==> src/rtl/dsp_pkg.sv <==
// dsp_pkg
//   Shared constants for the dsp equalizer path: BER checker state encoding
//   and the PRBS9 (x^9 + x^5 + 1) seed and tap positions. The transmit-side
//   PRBS generator in the channel model uses the same constants, so both
//   ends of the link agree on the sequence.
package dsp_pkg;

  typedef enum logic [1:0] {
    ST_FILL   = 2'd0,
    ST_SEARCH = 2'd1,
    ST_LOCKED = 2'd2
  } ber_state_t;

  localparam logic [8:0] PRBS9_SEED  = 9'h1FF;
  // Feedback taps into the 9-bit state register (x^9 and x^5 terms).
  localparam int         PRBS9_TAP_A = 8;
  localparam int         PRBS9_TAP_B = 4;

endpackage

==> src/rtl/ber_checker_prbs9_gen.sv <==
// prbs9_gen
//   PRBS9 reference generator, x^9 + x^5 + 1. The output bit is the feedback
//   value of the current state and is shifted in on every enabled cycle.
//   Ports:
//     i_clk  dsp clock
//     i_rst  asynchronous active-high reset, loads the seed
//     i_en   advance strobe; the state holds when low
//     o_bit  current reference bit
module prbs9_gen
  import dsp_pkg::*;
(
  input  logic i_clk,
  input  logic i_rst,
  input  logic i_en,
  output logic o_bit
);

  logic [8:0] prbs;

  assign o_bit = prbs[PRBS9_TAP_A] ^ prbs[PRBS9_TAP_B];

  always_ff @(posedge i_clk or posedge i_rst) begin
    if (i_rst) begin
      prbs <= PRBS9_SEED;
    end else if (i_en) begin
      prbs <= {prbs[7:0], o_bit};
    end
  end

endmodule

==> config.mk <==
export PLATFORM = sky130hd
export DESIGN_NAME = prbs9_gen
export DESIGN_NICKNAME = d
export VERILOG_FILES = /design/src/rtl/dsp_pkg.sv /design/src/rtl/ber_checker_prbs9_gen.sv
export SDC_FILE = /design/constraint.sdc
export NUM_CORES = 1
export LEC_CHECK = 0
export BUFFER_PORTS_ARGS = -buffer_cell sky130_fd_sc_hd__buf_4
export CORE_AREA = 2 2 39 41
export DETAILED_ROUTE_END_ITERATION = 12
export DIE_AREA = 0 0 41 43
export GPL_ROUTABILITY_DRIVEN = 1
export SLEW_MARGIN = 0
export SYNTH_ARGS = -nofsm -noshare
export SYNTH_HDL_FRONTEND = slang
export SYNTH_SLANG_ARGS = --single-unit
==> constraint.sdc <==
create_clock -name i_clk -period 2.58 [get_ports i_clk]
set_input_delay 0 -clock i_clk [delete_from_list [all_inputs] [get_ports i_clk]]
set_output_delay 0 -clock i_clk [all_outputs]
set_load 0.02 [all_outputs]
# Yosys cells after proc, flatten, opt, wreduce, memory -nomap -nowiden

Index checks and enable logic that the tools add are counted.

Bits in registers: 9
Output and inout bits: 1

Bitwise logic cells: 1

Operators by type and width:

| operator          | count |
|---|---|
| 1-bit bitwise XOR | 1 |

# Logic depth before layout (Yosys ltp)

Gate-level depths: netlist of the first run.

Depth in word-level cells: 1
Mapped depth: 2
Mapped depth without buffers: 2

# Worst setup path before layout of the first run

OpenSTA, ideal clock, no wires.

Path kind: reg-to-reg
From: register prbs[4]
To: register prbs[0]
Data arrival time: 1,140 ps
Slack: 1,378 ps
Cell stages (with the launch flop): 3
Path buffers: 0
Period minus slack after synthesis: 1,202 ps
Cells stage by stage: dfstp_2 > xor2_1 > mux2_2

Word-level cells in the longest chain between the ends: 1

RTL lines:

| element                | line                        | RTL |
|---|---|---|
| from (decl)            | ber_checker_prbs9_gen.sv:18 | `logic [8:0] prbs;` |
| from (signal assigned) | ber_checker_prbs9_gen.sv:26 | `prbs <= {prbs[7:0], o_bit};` |
| 1-bit bitwise XOR      | ber_checker_prbs9_gen.sv:20 | `assign o_bit = prbs[PRBS9_TAP_A] ^ prbs[PRBS9_TAP_B];` |
| net o_bit              | ber_checker_prbs9_gen.sv:15 | `output logic o_bit` |

The timed path passes the listed nets, and every way through them passes these cells.
A chain may end at the register's enable or synchronous reset.

# Worst setup path in the final report of the first run

From: register prbs[4]
To: output o_bit

Word-level cells in the longest chain between the ends: 1

RTL lines:

| element           | line |
|---|---|
| 1-bit bitwise XOR | ber_checker_prbs9_gen.sv:20 |
| to (decl)         | ber_checker_prbs9_gen.sv:15 |

Every way passes these cells.

==> out/qor.yml, run 1 <==
sta:
  clock.fmax_mhz: 845
  fin_skew_ns: 0.00791
  final_hold_viol_count: 0
  finalSetupViolCount: 0
  worstMarginPinSlew_ns: 0.325
  setup_tns_ns: 0
  timing.final.crit_share_pct: 45.9
  min_period_ns: 1.18
  maxSlewHeadroom_pct: 78.3
  rsz0062_at_grt: "no"
  timing.final.max_slew_violations: 0
  whs_ns: 0.0784
worst_hold_path:
  min_path_cells: 2
  worstHoldStart: "i_en"
  hold_path_class: "in -> reg"
  worstHoldEndpoint: "prbs[4]$_DFFE_PP1P_"
power:
  swShare_pct: 21.3
  p_leak_uw: 0.000192
  pwr-share-comb_pct: 3.9
  ir_drop_v: 0.000186
  p_sw_uw: 55.9
  pwr-share-seq_pct: 54.1
  p_int_uw: 206
  p_total_uw: 262
  power_per_cell_area_mw_per_mm2: 611
  clkPwrFrac_pct: 42.0
outcome:
  status: "finished, final reports clean"
global_routing:
  grt_usage_pct: 8.44
  antenna_found_initial: 0
  overflow: 0
  grt_pass1_vias: 212
  grt_max_degree: 10
  grt_pass1_wl_um: 903
clock_network:
  htree_levels: 1
  root_buffer: "clkbuf_4"
  cts_sinks: 9
  cts_setup_buffers: 0
  max-clock-path-buffers: 2
  clkLatencyLatePin_ns: 0.26
  cts_inserted_buffers: 3
  tritoncts: "built"
  cts.clk_slew.worst_paths_ns: 0.07
floorplanning:
  core-area_sq_mm: 0.00138
  start_util_pct: 26.1
  die-area_sq_mm: 0.00176
  rows: 14
  ios: 4
  die_h_um: 43
  die_x_um: 41
layout:
  diodes: 0
  reg.largest.list: "prbs (9)"
  finish.instance_area_sq_um: 429
  layout_common_cells: "mux2_2, dfstp_2, clkbuf_4, buf_4"
  largest_register_ff_count: 9
  area_growth_pct: 18.7
  drive_above_1_share_pct: 85.7
  top_register: "prbs"
  nets: 32
logic_synthesis:
  synth_cells: 21
  synth_cell_types: 5
  syn_area_per_cell_sq_um: 17.2
  synth_seq_cells: 9
  synth-seq-area-share_pct: 65.4
  synth_warnings: 0
  syn_nets: 24
  synth_area_sq_um: 362
setup_path:
  cp-end-kind: "output pin"
  critPathKind: "reg -> out"
  r2r_cells: 2
  crit_arrival_ns: 1.18
  regToRegSetupSlack_ns: 1.60
  cp_max_fo: 3
  critPathRequiredTime_ns: 2.58
  crit_start: "prbs[4]$_DFFE_PP1P_"
  cp-start-kind: "register"
  r2r-start: "prbs[4]$_DFFE_PP1P_"
  r2r-end: "prbs[0]$_DFFE_PP1P_"
detailed_routing:
  ant_nets: 0
  routedWlPerCell_um: 12.2
  remaining_drc_errors: 0
  vias: 183
  first_pass_iters: 1
  routed_wl_um: 538
  drt-initial-drc-count: 0
  via_per_inst: 4.16
placement:
  placed_cell_area_sq_um: 393
  gp_congestion: 0.724
  io_buffers: 3
run:
  timing.max_cap.violations: 0
[worst max-delay path: stages, from the launching register on]
cell     delay, ns
dfstp_2       0.55
xor2_1        0.19
buf_4         0.18
[routing by layer]
metal	wire length, um	part of all wire (%)	track usage (%)
met1	233	43	10.1
met2	272	51	10.9
met3	32	5.9	3.14
met4	0	0	8.00
met5	0	0	0
[what timing repair did]
| item | CTS | global route |
|---|---|---|
| resized for setup | 0 | 0 |
| setup endpoints to repair | 0 | 0 |
| endpoints found under the hold margin | 9 | 0 |
| hold buffers | 1 | 0 |
[cells in the mapped netlist]
| cell | count | share of area, % |
|---|---|---|
| buf_6 | 1 | 3.1 |
| inv_1 | 1 | 1.0 |
| mux2_2 | 9 | 28 |
| dfstp_2 | 9 | 65 |
| xor2_1 | 1 | 2.4 |
[metrics by stage]
stage,utilization [%],cells,worst slack (ns)
floorplan,-,21,1.38
global placement,28.4,39,1.64
detailed placement,28.4,39,1.62
CTS,31.0,44,1.39
global route,31.0,44,1.35
finish,31.0,44,1.40
[cell type report]
class | instances | area [sq um]
Multi-Input combinational cell | 10 | 110
Tap cell | 16 | 20.0
Inverter | 1 | 3.75
Clock buffer | 4 | 26.3
Fill cell | 140 | 955
Timing Repair Buffer | 4 | 32.5
Sequential cell | 9 | 236
[cell families after synthesis]
family | count (synthesis) | synth area share, %
mux | 9 | 28.0
flops | 9 | 65.4
buf+inv | 2 | 4.15
xor+xnor | 1 | 2.42
[power by group through the flow]
stage / sequential (uW) / clock, uW / combinational, uW
floorplan: 144 / 0 / 7.41
global placement: 144 / 0 / 8.69
detailed placement: 144 / 0 / 9.25
CTS: 142 / 114 / 10.4
global route: 142 / 122 / 11.7
finish: 142 / 110 / 10.3
[worst max path at each step]
| stage | endpoint |
|---|---|
| 2_1_floorplan | prbs[0]$_DFFE_PP1P_ |
| 3_3_place_gp | prbs[0]$_DFFE_PP1P_ |
| 3_5_place_dp | prbs[0]$_DFFE_PP1P_ |
| 4_1_cts | o_bit |
| 5_1_grt | o_bit |
| 6_report | o_bit |
Note: power is estimated with default switching activity, not from simulation.
==> inputs of run 2 (changes only) <==
==> constraint.sdc (replaced) <==
create_clock -name i_clk -period 1.2 [get_ports i_clk]
set_input_delay 0 -clock i_clk [delete_from_list [all_inputs] [get_ports i_clk]]
set_output_delay 0 -clock i_clk [all_outputs]
set_load 0.02 [all_outputs]
==> out/qor.yml, run 2 (same netlist as run 1, synthesis figures left out) <==
outcome:
  status: "finished, final reports clean"
clock_network:
  cts_setup_buffers: 0  # unchanged
  cts_inserted_buffers: 3  # unchanged
  tritoncts: "built"
  htree_levels: 1  # unchanged
  max-clock-path-buffers: 2  # unchanged
  cts_sinks: 9  # unchanged
  root_buffer: "clkbuf_4"
  clkLatencyLatePin_ns: 0.26  # about the same
  ctsHoldBuffers: 1  # unchanged
  cts.clk_slew.worst_paths_ns: 0.06  # about the same
  cts_resized: 0  # unchanged
floorplanning:
  core-area_sq_mm: 0.00138  # unchanged
  start_util_pct: 26.1  # unchanged
  die-area_sq_mm: 0.00176  # unchanged
  die_x_um: 41  # unchanged
  rows: 14  # unchanged
  ios: 4  # unchanged
  die_h_um: 43  # unchanged
placement:
  placed_cell_area_sq_um: 400  # +1.9%
  dp.cells: 39  # unchanged
  io_buffers: 3  # unchanged
  gp_congestion: 0.550  # -24%
  pre_cts_ws_ns: 0.208  # -1.41 ns
power:
  power_per_cell_area_mw_per_mm2: 1270  # +110%
  pwr-share-comb_pct: 3.9  # about the same
  swShare_pct: 20.1  # -1.2 points
  p_sw_uw: 112  # +99%
  p_int_uw: 444  # +110%
  p_leak_uw: 0.000191  # -0.27%
  pwr-share-seq_pct: 55.0  # +0.9 points
  ir_drop_v: 0.000357  # +92%
  clkPwrFrac_pct: 41.1  # -0.9 points
detailed_routing:
  vias: 181  # -1.1%
  routedWlPerCell_um: 10.9  # -11%
  drt-initial-drc-count: 2  # +2
  routed_wl_um: 481  # -11%
  first_pass_iters: 3  # +2
  ant_nets: 0  # unchanged
  remaining_drc_errors: 0  # unchanged
  via_per_inst: 4.11  # -1.1%
sta:
  finalSetupViolCount: 0  # unchanged
  final_hold_viol_count: 0  # unchanged
  maxSlewHeadroom_pct: 78.8  # +0.46 points
  timing.final.crit_share_pct: 94.5
  rsz0062_at_grt: "no"
  min_period_ns: 1.13
  fin_skew_ns: 0.00192  # -0.00599 ns
  clock.fmax_mhz: 882
  timing.final.max_slew_violations: 0  # unchanged
  worstMarginPinSlew_ns: 0.318  # -0.00692 ns
  setup_ws_ns: 0.0656  # -1.33 ns
  setup_tns_ns: 0  # unchanged
  whs_ns: 0.0800  # +0.00158 ns
global_routing:
  grt_pass1_vias: 201  # -5.2%
  grt_usage_pct: 8.45  # +0.0086 points
  overflow: 0  # unchanged
  grt_max_degree: 10  # unchanged
  grt_pass1_wl_um: 848  # -6.1%
  antenna_found_initial: 0  # unchanged
setup_path:
  critPathRequiredTime_ns: 1.20  # -1.38 ns
  r2r-end: "prbs[0]$_DFFE_PP1P_"
  r2r-start: "prbs[4]$_DFFE_PP1P_"
  regToRegSetupSlack_ns: 0.21  # -1.39 ns
  critPathKind: "reg -> out"
  cp-end-kind: "output pin"
  cp-start-kind: "register"
  r2r_cells: 2  # unchanged
  cp-endpoint: "o_bit"
  crit_arrival_ns: 1.13  # -0.05 ns
  cp_max_fo: 3  # unchanged
  crit_start: "prbs[4]$_DFFE_PP1P_"
worst_hold_path:
  hold_path_class: "in -> reg"
layout:
  reg.largest.list: "prbs (9)"
  drive_above_1_share_pct: 89.3  # +3.6 points
  largest_register_ff_count: 9  # unchanged
  finish.instance_area_sq_um: 437  # +1.7%
  nets: 32  # unchanged
  area_growth_pct: 20.8
  diodes: 0  # unchanged
  top_register: "prbs"
  layout_common_cells: "mux2_2, dfstp_2, clkbuf_4, buf_4"
  stdcell_count: 44  # unchanged
run:
  timing.max_cap.violations: 0  # unchanged
run 2: worst min path at each step:
stage / start / to / slack (ns) / cells after the start
after floorplan: i_rst / prbs[0]$_DFFE_PP1P_ / 0.06 / 1
after global placement: i_rst / prbs[4]$_DFFE_PP1P_ / 0.23 / 2
after detailed placement: i_rst / prbs[6]$_DFFE_PP1P_ / 0.25 / 2
after CTS: i_en / prbs[1]$_DFFE_PP1P_ / 0.08 / 2
after global routing: i_en / prbs[3]$_DFFE_PP1P_ / 0.08 / 2
final: i_en / prbs[3]$_DFFE_PP1P_ / 0.08 / 2
run 2: cell type report:
type / count / area, sq um
Inverter: 1 / 3.75
Fill cell: 140 / 947
Multi-Input combinational cell: 10 / 118
Tap cell: 16 / 20.0
Sequential cell: 9 / 236
Clock buffer: 4 / 26.3
Timing Repair Buffer: 4 / 32.5
run 2: stage by stage:
step           power (uW)  util [%]
6_report              555      31.6
2_1_floorplan         325         -
3_5_place_dp          329      28.9
5_1_grt               584      31.6
3_3_place_gp          329      28.9
4_1_cts               562      31.6
run 2: per-layer routing:
| metal | up-vias | global-route usage [%] | part of all wire [%] |
|---|---|---|---|
| met2 | 6 | 9.69 | 49 |
| met3 | 4 | 4.71 | 6.2 |
| met4 | 0 | 12.0 | 6.0 |
| met5 | - | 0 | 0 |
| met1 | 88 | 8.42 | 39 |
| li1 | 83 | - | - |
run 2: power groups by stage:
stage | Combinational, uW | Sequential [uW] | Clock (uW)
floorplan | 15.9 | 309 | 0
global placement | 19.3 | 309 | 0
detailed placement | 19.9 | 309 | 0
CTS | 22.4 | 305 | 235
global route | 25.1 | 305 | 254
finish | 21.8 | 305 | 228
run 2: worst max-delay path, stage by stage (launching register included):
cell and delay [ns]:
dfstp_2 0.57, xor2_2 0.15, buf_4 0.16
==> inputs of run 3 (changes only) <==
--- a/config.mk
+++ b/config.mk
@@ -10,6 +10,7 @@
 export DETAILED_ROUTE_END_ITERATION = 12
 export DIE_AREA = 0 0 41 43
 export GPL_ROUTABILITY_DRIVEN = 1
+export PLACE_DENSITY = 0.42
 export SLEW_MARGIN = 0
 export SYNTH_ARGS = -nofsm -noshare
 export SYNTH_HDL_FRONTEND = slang
==> out/qor.yml, run 3 (same netlist as run 1, synthesis figures left out) <==
outcome:
  status: "finished, final reports clean"
clock_network:
  clkLatencyLatePin_ns: 0.26  # about the same
  htree_levels: 1  # unchanged
  root_buffer: "clkbuf_4"
  cts.clk_slew.worst_paths_ns: 0.06  # about the same
  max-clock-path-buffers: 2  # unchanged
  cts_resized: 0  # unchanged
  cts_sinks: 9  # unchanged
  cts_inserted_buffers: 3  # unchanged
  ctsHoldBuffers: 1  # unchanged
  tritoncts: "built"
  cts_setup_buffers: 0  # unchanged
layout:
  layout_common_cells: "mux2_2, dfstp_2, clkbuf_4, buf_4"
  area_growth_pct: 20.8  # unchanged
  top_register: "prbs"
  largest_register_ff_count: 9  # unchanged
  drive_above_1_share_pct: 89.3  # unchanged
  reg.largest.list: "prbs (9)"
  diodes: 0  # unchanged
  fin_util_pct: 31.6  # unchanged
  nets: 32  # unchanged
  finish.instance_area_sq_um: 437  # unchanged
global_routing:
  grt_max_degree: 10  # unchanged
  overflow: 0  # unchanged
  grt_pass1_vias: 200  # -0.50%
  grt_usage_pct: 8.76  # +0.31 points
  antenna_found_initial: 0  # unchanged
  grt_pass1_wl_um: 883  # +4.1%
run:
  timing.max_cap.violations: 0  # unchanged
floorplanning:
  die_x_um: 41  # unchanged
  start_util_pct: 26.1  # unchanged
  rows: 14  # unchanged
  ios: 4  # unchanged
  die_h_um: 43  # unchanged
  die-area_sq_mm: 0.00176  # unchanged
  core-area_sq_mm: 0.00138  # unchanged
detailed_routing:
  routed_wl_um: 548  # +14%
  drt-initial-drc-count: 1  # -1
  via_per_inst: 4.07  # -1.1%
  ant_nets: 0  # unchanged
  routedWlPerCell_um: 12.5  # +14%
  first_pass_iters: 2  # -1
  remaining_drc_errors: 0  # unchanged
  vias: 179  # -1.1%
setup_path:
  regToRegSetupSlack_ns: 0.24  # +0.03 ns
  cp-end-kind: "output pin"
  r2r_cells: 2  # unchanged
  cp_max_fo: 3  # unchanged
  critPathKind: "reg -> out"
  critPathBufInv: 1  # unchanged
  critPathRequiredTime_ns: 1.20  # about the same
  cp-start-kind: "register"
  crit_arrival_ns: 1.11  # -0.02 ns
  max_stage_delay_ns: 0.56  # about the same
  path_depth: 2  # unchanged
  cp-endpoint: "o_bit"
  cpMaxStageDelayCell: "dfstp_2"
  r2r-end: "prbs[0]$_DFFE_PP1P_"
  crit_chain: "xor2_2 -> buf_4"
  crit_start: "prbs[4]$_DFFE_PP1P_"
  r2r-start: "prbs[4]$_DFFE_PP1P_"
  crit_family: "flip-flops"
worst_hold_path:
  hold_path_class: "in -> reg"
sta:
  whs_ns: 0.0901  # +0.0101 ns
  timing.final.max_slew_violations: 0  # unchanged
  finalSetupViolCount: 0  # unchanged
  timing.final.crit_share_pct: 92.9  # -1.6 points
  fin_skew_ns: 0.00401  # +0.00209 ns
  final_hold_viol_count: 0  # unchanged
  setup_tns_ns: 0  # unchanged
  worstMarginPinSlew_ns: 0.334  # +0.0163 ns
  clock.fmax_mhz: 897  # +1.8%
  rsz0062_at_grt: "no"
  maxSlewHeadroom_pct: 77.7  # -1.1 points
  min_period_ns: 1.11  # -0.0198 ns
power:
  pwr-share-comb_pct: 4.0  # about the same
  power_per_cell_area_mw_per_mm2: 1280  # +0.65%
  p_leak_uw: 0.000191  # unchanged
  p_total_uw: 559  # +0.65%
  clkPwrFrac_pct: 41.4  # +0.3 points
  ir_drop_v: 0.000419  # +17%
  swShare_pct: 20.6  # +0.50 points
  p_int_uw: 444  # about the same
  p_sw_uw: 115  # +3.2%
  pwr-share-seq_pct: 54.6  # -0.4 points
placement:
  io_buffers: 3  # unchanged
  placed_cell_area_sq_um: 400  # unchanged
  gp_congestion: 0.612  # +11%
[run 3: cell counts in the layout (fill, tap and decap cells not counted)]
Identical to the previous run, type by type.
[run 3: worst min-delay path by stage]
stage	endpoint	startpoint	slack, ns	cells after the start
5_1_grt	prbs[6]$_DFFE_PP1P_	i_en	0.08	2
3_5_place_dp	prbs[5]$_DFFE_PP1P_	i_rst	0.25	2
6_report	prbs[0]$_DFFE_PP1P_	i_en	0.09	2
2_1_floorplan	prbs[0]$_DFFE_PP1P_	i_rst	0.06	1
3_3_place_gp	prbs[6]$_DFFE_PP1P_	i_rst	0.24	2
4_1_cts	prbs[0]$_DFFE_PP1P_	i_en	0.08	2
[run 3: stage by stage]
step           std cells  worst slack (ns)
2_1_floorplan         21             0.132
3_3_place_gp          39             0.255
3_5_place_dp          39             0.230
4_1_cts               44            0.0615
5_1_grt               44            0.0305
6_report              44            0.0854
[run 3: metal layers]
metal  share of wire [%]  vias to the layer above  track usage (%)
li1                    -                       83                -
met3                 2.9                        2             3.14
met4                 1.5                        0             12.0
met1                  43                       89             8.08
met5                   0                        -                0
met2                  52                        5             11.9
[run 3: final cells by class]
cell class              count  area, sq um
inverters                   1         3.75
flip-flops and latches      9          236
fillers                   140          947
well taps                  16         20.0
repair buffers              4         32.5
clock buffers               4         26.3
multi-input cells          10          118
[run 3: power groups by stage]
stage                     clock (uW)  combinational (uW)  sequential [uW]
after CTS                        240                22.8              305
after global placement             0                19.9              309
final                            231                22.5              305
after floorplan                    0                15.9              309
after global routing             265                24.8              305
after detailed placement           0                20.3              309
